===== config.mk =====
export PLATFORM = sky130hd
export DESIGN_NAME = mandelbrot_iter_sched_flat
export DESIGN_NICKNAME = d
export VERILOG_FILES = /design/src/rtl/mandelbrot_iter_sched_if.sv /design/src/rtl/mandelbrot_iter_sched.sv /design/src/flat_wrapper.sv
export SDC_FILE = /design/constraint.sdc
export NUM_CORES = 2
export LEC_CHECK = 0
export ABC_CLOCK_PERIOD_IN_PS = 10790
export BUFFER_PORTS_ARGS = -buffer_cell sky130_fd_sc_hd__buf_2
export CORE_ASPECT_RATIO = 0.8
export CORE_MARGIN = 1.5
export CORE_UTILIZATION = 50
export DETAILED_ROUTE_END_ITERATION = 12
export PLACE_DENSITY = 0.66
export SLEW_MARGIN = 25
export SYNTH_ARGS = -nofsm -noshare
export SYNTH_HDL_FRONTEND = slang
export SYNTH_SLANG_ARGS = --single-unit

===== constraint.sdc =====
create_clock -name clk -period 10.79 [get_ports clk]
set_input_delay 1.079 -clock clk [delete_from_list [all_inputs] [get_ports clk]]
set_output_delay 1.079 -clock clk [all_outputs]
set_load 0.005 [all_outputs]

===== src/rtl/mandelbrot_iter_sched_if.sv =====
// mandelbrot_iter_sched_if: job (cx, cy, limit, tag) and result handshake channels
interface mandelbrot_iter_sched_if #(
  parameter int D  = 4,
  parameter int F  = 28,
  parameter int CW = 16,
  parameter int TW = 20
);
  localparam int W = D + F;
  logic                in_valid, in_ready, out_valid, out_ready, escaped;
  logic signed [W-1:0] cx, cy;
  logic [CW-1:0]       max_iter, iter_count;
  logic [TW-1:0]       tag_in, tag_out;
  modport master (
    output in_valid, cx, cy, max_iter, tag_in, out_ready,
    input  in_ready, out_valid, escaped, iter_count, tag_out
  );
  modport slave (
    input  in_valid, cx, cy, max_iter, tag_in, out_ready,
    output in_ready, out_valid, escaped, iter_count, tag_out
  );
endinterface


===== src/rtl/mandelbrot_iter_sched.sv =====
// mandelbrot_iter_sched: per-pixel z <- z^2 + c iterator sharing one multiplier over three cycles
module mandelbrot_iter_sched #(
  parameter int D  = 4,
  parameter int F  = 28,
  parameter int CW = 16,
  parameter int TW = 20
) (
  input logic clk,
  input logic rst_n,
  mandelbrot_iter_sched_if.slave bus
);
  localparam int W = D + F;
  localparam logic signed [W+1:0] TWO  = (W+2)'(2) << F;
  localparam logic signed [W+1:0] FOUR = (W+2)'(4) << F;
  typedef enum logic [2:0] {IDLE, MUL_XX, MUL_YY, MUL_XY, UPDATE, DONE} state_t;
  state_t state, state_nx;
  logic signed [W-1:0] cx_q, cy_q, zx, zy, xx, yy, xy, ma, mb, p;
  logic signed [2*W-1:0] prod;
  logic signed [W+1:0] sum, nzx, nzy;
  logic [CW-1:0] n, iter, iter_inc, count;
  logic [TW-1:0] tag;
  logic esc, rej, big, zesc;
  function automatic logic oor(input logic signed [W+1:0] v);
    return v > TWO || v < -TWO;
  endfunction
  // Extra headroom bits: xx + yy can reach 8.0, outside the D.F range.
  always_comb begin
    ma = state == MUL_YY ? zy : zx;
    mb = state == MUL_XX ? zx : zy;
    prod = (2*W)'(ma) * (2*W)'(mb);
    p = W'(prod >>> F);
    sum = (W+2)'(xx) + (W+2)'(yy);
    nzx = (W+2)'(xx) - (W+2)'(yy) + (W+2)'(cx_q);
    nzy = ((W+2)'(xy) <<< 1) + (W+2)'(cy_q);
    big = sum > FOUR;
    zesc = oor(nzx) || oor(nzy);
    rej = oor((W+2)'(bus.cx)) || oor((W+2)'(bus.cy));
    iter_inc = iter + CW'(1);
  end
  always_comb begin
    state_nx = state;
    case (state)
      IDLE:    if (bus.in_valid) state_nx = (rej || bus.max_iter == '0) ? DONE : MUL_XX;
      MUL_XX:  state_nx = MUL_YY;
      MUL_YY:  state_nx = MUL_XY;
      MUL_XY:  state_nx = UPDATE;
      UPDATE:  state_nx = (big || zesc || iter_inc == n) ? DONE : MUL_XX;
      DONE:    if (bus.out_ready) state_nx = IDLE;
      default: state_nx = IDLE;
    endcase
  end
  always_ff @(posedge clk) begin
    if (!rst_n) begin
      state <= IDLE;
      cx_q <= '0;
      cy_q <= '0;
      zx <= '0;
      zy <= '0;
      xx <= '0;
      yy <= '0;
      xy <= '0;
      n <= '0;
      iter <= '0;
      count <= '0;
      tag <= '0;
      esc <= 1'b0;
    end else begin
      state <= state_nx;
      case (state)
        IDLE: if (bus.in_valid) begin
          cx_q <= bus.cx;
          cy_q <= bus.cy;
          n <= bus.max_iter;
          tag <= bus.tag_in;
          zx <= '0;
          zy <= '0;
          iter <= '0;
          count <= '0;
          esc <= rej;
        end
        MUL_XX: xx <= p;
        MUL_YY: yy <= p;
        MUL_XY: xy <= p;
        UPDATE: if (big || zesc) begin
          esc <= 1'b1;
          count <= big ? iter : iter_inc;
        end else begin
          zx <= W'(nzx);
          zy <= W'(nzy);
          iter <= iter_inc;
          count <= iter_inc;
        end
        default: ;
      endcase
    end
  end
  assign bus.in_ready = state == IDLE;
  assign bus.out_valid = state == DONE;
  assign bus.escaped = esc;
  assign bus.iter_count = count;
  assign bus.tag_out = tag;
endmodule


===== src/flat_wrapper.sv =====
// flat-port wrapper written by rule: the top's interface ports become plain ports
module mandelbrot_iter_sched_flat 
#(
  parameter int D  = 4,
  parameter int F  = 28,
  parameter int CW = 16,
  parameter int TW = 20
)
  (clk, rst_n, bus_in_valid, bus_cx, bus_cy, bus_max_iter, bus_tag_in, bus_out_ready, bus_in_ready, bus_out_valid, bus_escaped, bus_iter_count, bus_tag_out);
  mandelbrot_iter_sched_if #(.D(D), .F(F), .CW(CW), .TW(TW)) bus_i ();
  input logic clk;
  input logic rst_n;
  input wire logic [$bits(bus_i.in_valid)-1:0] bus_in_valid;
  input wire logic [$bits(bus_i.cx)-1:0] bus_cx;
  input wire logic [$bits(bus_i.cy)-1:0] bus_cy;
  input wire logic [$bits(bus_i.max_iter)-1:0] bus_max_iter;
  input wire logic [$bits(bus_i.tag_in)-1:0] bus_tag_in;
  input wire logic [$bits(bus_i.out_ready)-1:0] bus_out_ready;
  output wire logic [$bits(bus_i.in_ready)-1:0] bus_in_ready;
  output wire logic [$bits(bus_i.out_valid)-1:0] bus_out_valid;
  output wire logic [$bits(bus_i.escaped)-1:0] bus_escaped;
  output wire logic [$bits(bus_i.iter_count)-1:0] bus_iter_count;
  output wire logic [$bits(bus_i.tag_out)-1:0] bus_tag_out;
  assign bus_i.in_valid = bus_in_valid;
  assign bus_i.cx = bus_cx;
  assign bus_i.cy = bus_cy;
  assign bus_i.max_iter = bus_max_iter;
  assign bus_i.tag_in = bus_tag_in;
  assign bus_i.out_ready = bus_out_ready;
  assign bus_in_ready = bus_i.in_ready;
  assign bus_out_valid = bus_i.out_valid;
  assign bus_escaped = bus_i.escaped;
  assign bus_iter_count = bus_i.iter_count;
  assign bus_tag_out = bus_i.tag_out;
  mandelbrot_iter_sched #(.D(D), .F(F), .CW(CW), .TW(TW)) u_core (.clk(clk), .rst_n(rst_n), .bus(bus_i));
endmodule

==> impl_metrics.yaml <==
synthesis:
  ys_top_cells_by_area: "fa_1, dfxtp_1, nand2_1"
  syn_nets: 7945
  yosysTopAreaCell: "fa_1"
  ys_seq_elements: 296
  synth_compound_area_frac: 0.0967
  synth_edf_count: 0
  synth_xor_area_frac: 0.0216
  yosys.area.top_type_share: 0.398
  synthSimpleGateAreaFrac: 0.179
  synth_top_family_by_area: "adder cells"
  ys_seq_area_frac: 0.110
  async_reset_ff_frac: 0
  synth-main-ff-cell: "dfxtp_1"
  syn_avg_cell_area_um2: 8.33
  synthMuxAreaShare: 0.0220
  synthCells: 6466
  synth-adder-area-share: 0.468
  yosys_warnings: 0
  synth_area_um2: 53900
  synthDistinctLibCells: 96
grt:
  grt_pass1_vias: 47500
  gr-total-overflow: 0
  grt_usage: 0.355
  grt_pass1_wl_mm: 292
  grt_max_degree: 95
  grt_antenna_before_repair: 5
layout:
  register_area_um2: 5930
  fin_area_um2: 58100
  stdcell_count: 7959
  fill_cells: 10100
  final_layout_size_suffix_gt1_frac: 0.0773
  nNetsFinal: 7993
  area_growth_pct: 7.83
  multi_input_area_um2: 42700
clock_tree:
  htree_num_levels: 2
  cts_buffers: 34
  clk_path_buf_depth: 3
  cts_tree: "done"
  root_buffer: "clkbuf_16"
  clk_pin_slew_ns: 0.06
  clkLatencyLatePin_ns: 0.58
  ctsHoldBuffers: 0
  cts_sinks: 296
timing:
  relSlewSlack: 0.200
  setup_viol: 0
  tightest_slew_ns: 1.17
  period_share: 0.975
  min_period_ns: 10.53
  skew_ns: 0.0287
  rsz0062_at_grt: "no"
  fin_setup_tns_ns: 0
  max_clock_freq_mhz: 95.0
  hold_violations: 0
  slew_viol_final: 0
hold_path:
  hold_depth: 2
  hold_end: "u_core.bus.tag_out[16]"
  min_path_type: "reg -> reg"
  hold_path.startpoint: "u_core.bus.tag_out[16]"
worst_setup_path:
  r2r_cells: 28
  rr_endpoint: "u_core.xy[30]"
  worstPathRequired_ns: 11.28
  reg2reg_from: "u_core.state[0]"
  cp_slowest_cell: "mux2i_2"
  cp.arrival_ns: 11.02
  crit_type: "reg -> reg"
  critPathMaxStageDelay_ns: 0.60
  start_kind: "flop"
  cp_top_family: "adder cells"
  worst-path-buf-inv: 3
  crit_fanout: 22
  rrSetupSlack_ns: 0.26
  endpoint_kind: "flop"
  cpMostUsedCell: "fa_1"
detailed_routing:
  wire_per_inst_um: 24.0
  drt-pass1-iter-count: 8
  wl_met3_mm: 22.7
  drtIter0Drc: 5191
  route.vias.total: 46900
  met1Wirelength_mm: 79.4
  drt-vias-per-instance: 5.90
  detail-route-antenna-nets: 0
  drc: 0
  routed-wl-met2_mm: 79.5
  routed.top_layer: "met5"
  drt_wl_total_mm: 191
outcome:
  outcome: "finished, final reports clean"
floorplan:
  core_um2: 107000
  rows: 107
  die_h_um: 297
  initial_core_util: 0.505
  die_width_um: 370
  ios: 143
  die-area_um2: 110000
placement:
  dp.cells: 7887
  dp_hpwl_mm: 152
  dpl_cell_area_um2: 56800
  port_buffers: 142
  gp_congestion: 1.02
pwr:
  p_leak_nw: 26.7
  power_density_nw_per_um2: 88.7
  finalPower_mw: 5.15
  vdd_ir_drop_max_v: 0.000134
flow_run:
  cap_violations: 0
==> state kept, by name (all words and copies together), names as in the netlist <==
signal	flops
u_core.iter	16
u_core.state	3
u_core.bus.iter_count	16
u_core.yy	32
u_core.bus.tag_out	20
u_core.zx	32
u_core.xx	32
u_core.bus.escaped	1
u_core.xy	32
u_core.zy	32
u_core.n	16
u_core.cy_q	32
u_core.cx_q	32
==> timing repair <==
| item | CTS | global route |
|---|---|---|
| setup endpoints to repair | 0 | 21 |
| resized for setup | 0 | 6 |
| setup buffers | 0 | 7 |
==> stage by stage <==
stage,hold WS (ns),setup slack (ns),util
6_report,0.453,0.265,0.545
5_1_grt,0.476,0.0220,0.544
4_1_cts,0.454,0.00542,0.544
3_3_place_gp,0.439,0.233,0.533
2_1_floorplan,0.436,0.835,-
3_5_place_dp,0.445,0.00655,0.533
==> layout make-up <==
cell class                 count  area share
multi-input combinational   4720       0.735
tap                         1417      0.0305
clock inverter                15     0.00396
sequential                   296       0.102
clock buffer                  44      0.0165
inverter                    1120      0.0724
timing repair buffer         342      0.0397
antenna                        5    0.000215
==> synth_stat cells, drive strengths merged (25+ instances only) <==
cell	instances
o311ai	38
or2	28
nand4	51
nor4	43
a211oi	36
ha	305
nor2	662
clkbuf	300
buf	31
and2	27
and3	25
o21a	27
fa	1070
dfxtp	296
nand2b	25
xnor2	91
nand2	1144
nand3	117
nor3	59
a21o	53
a21oi	340
inv	1120
xor2	42
o21ai	123
mux2i	107
==> cell families after synthesis <==
| family | Yosys count |
|---|---|
| adder cells (fa/ha/maj) | 1375 |
| multiplexers | 117 |
| AO/OA/AOI/OAI | 817 |
| flip-flops | 296 |
| XOR/XNOR | 133 |
| buffers and inverters | 1451 |
| AND/OR/NAND/NOR | 2277 |
==> worst reg2reg max path, delay by kind of cell, from the launching register on <==
family | cells | cell delay, ns
adder cells (fa/ha/maj) | 9 | 4.38
AND/OR/NAND/NOR | 6 | 1.92
flip-flops | 1 | 0.57
buffers and inverters | 3 | 0.48
multiplexers | 1 | 0.62
AO/OA/AOI/OAI | 9 | 2.50
==> worst max-delay path by stage <==
stage	start	endpoint	slack [ns]	depth (start not counted)
finish	u_core.state[0]	u_core.xy[30]	0.26	28
global route	u_core.state[0]	u_core.xy[30]	0.02	28
CTS	u_core.state[0]	u_core.xy[30]	0.005	28
detailed placement	u_core.state[0]	u_core.xy[30]	0.007	28
global placement	u_core.state[0]	u_core.xy[30]	0.23	28
floorplan	u_core.state[0]	u_core.xx[31]	0.84	38
==> layer usage <==
| metal | global-route usage | vias up |
|---|---|---|
| met4 | 0.147 | 4 |
| met5 | 0 | - |
| met1 | 0.505 | 23500 |
| li1 | - | 20300 |
| met3 | 0.0844 | 524 |
| met2 | 0.519 | 2637 |
==> layout by cell type, fill, tap and decap left out, types with 51 or more instances in the layout <==
cell type / count
nor2_1: 661
buf_2: 141
nand2_1: 1141
inv_1: 1119
buf_4: 193
ha_1: 305
nand4_1: 51
a21o_1: 53
a21oi_1: 337
nand3_1: 117
xnor2_1: 90
dfxtp_1: 296
o21ai_0: 117
fa_1: 1070
mux2i_1: 75
nor3_1: 56
==> power breakdown <==
part / switching (mW) / internal, mW / total (mW)
registers: 0.107 / 1.20 / 1.31
logic: 1.78 / 0.818 / 2.59
clock network: 0.519 / 0.733 / 1.25
(Power assumes the default switching activity.)
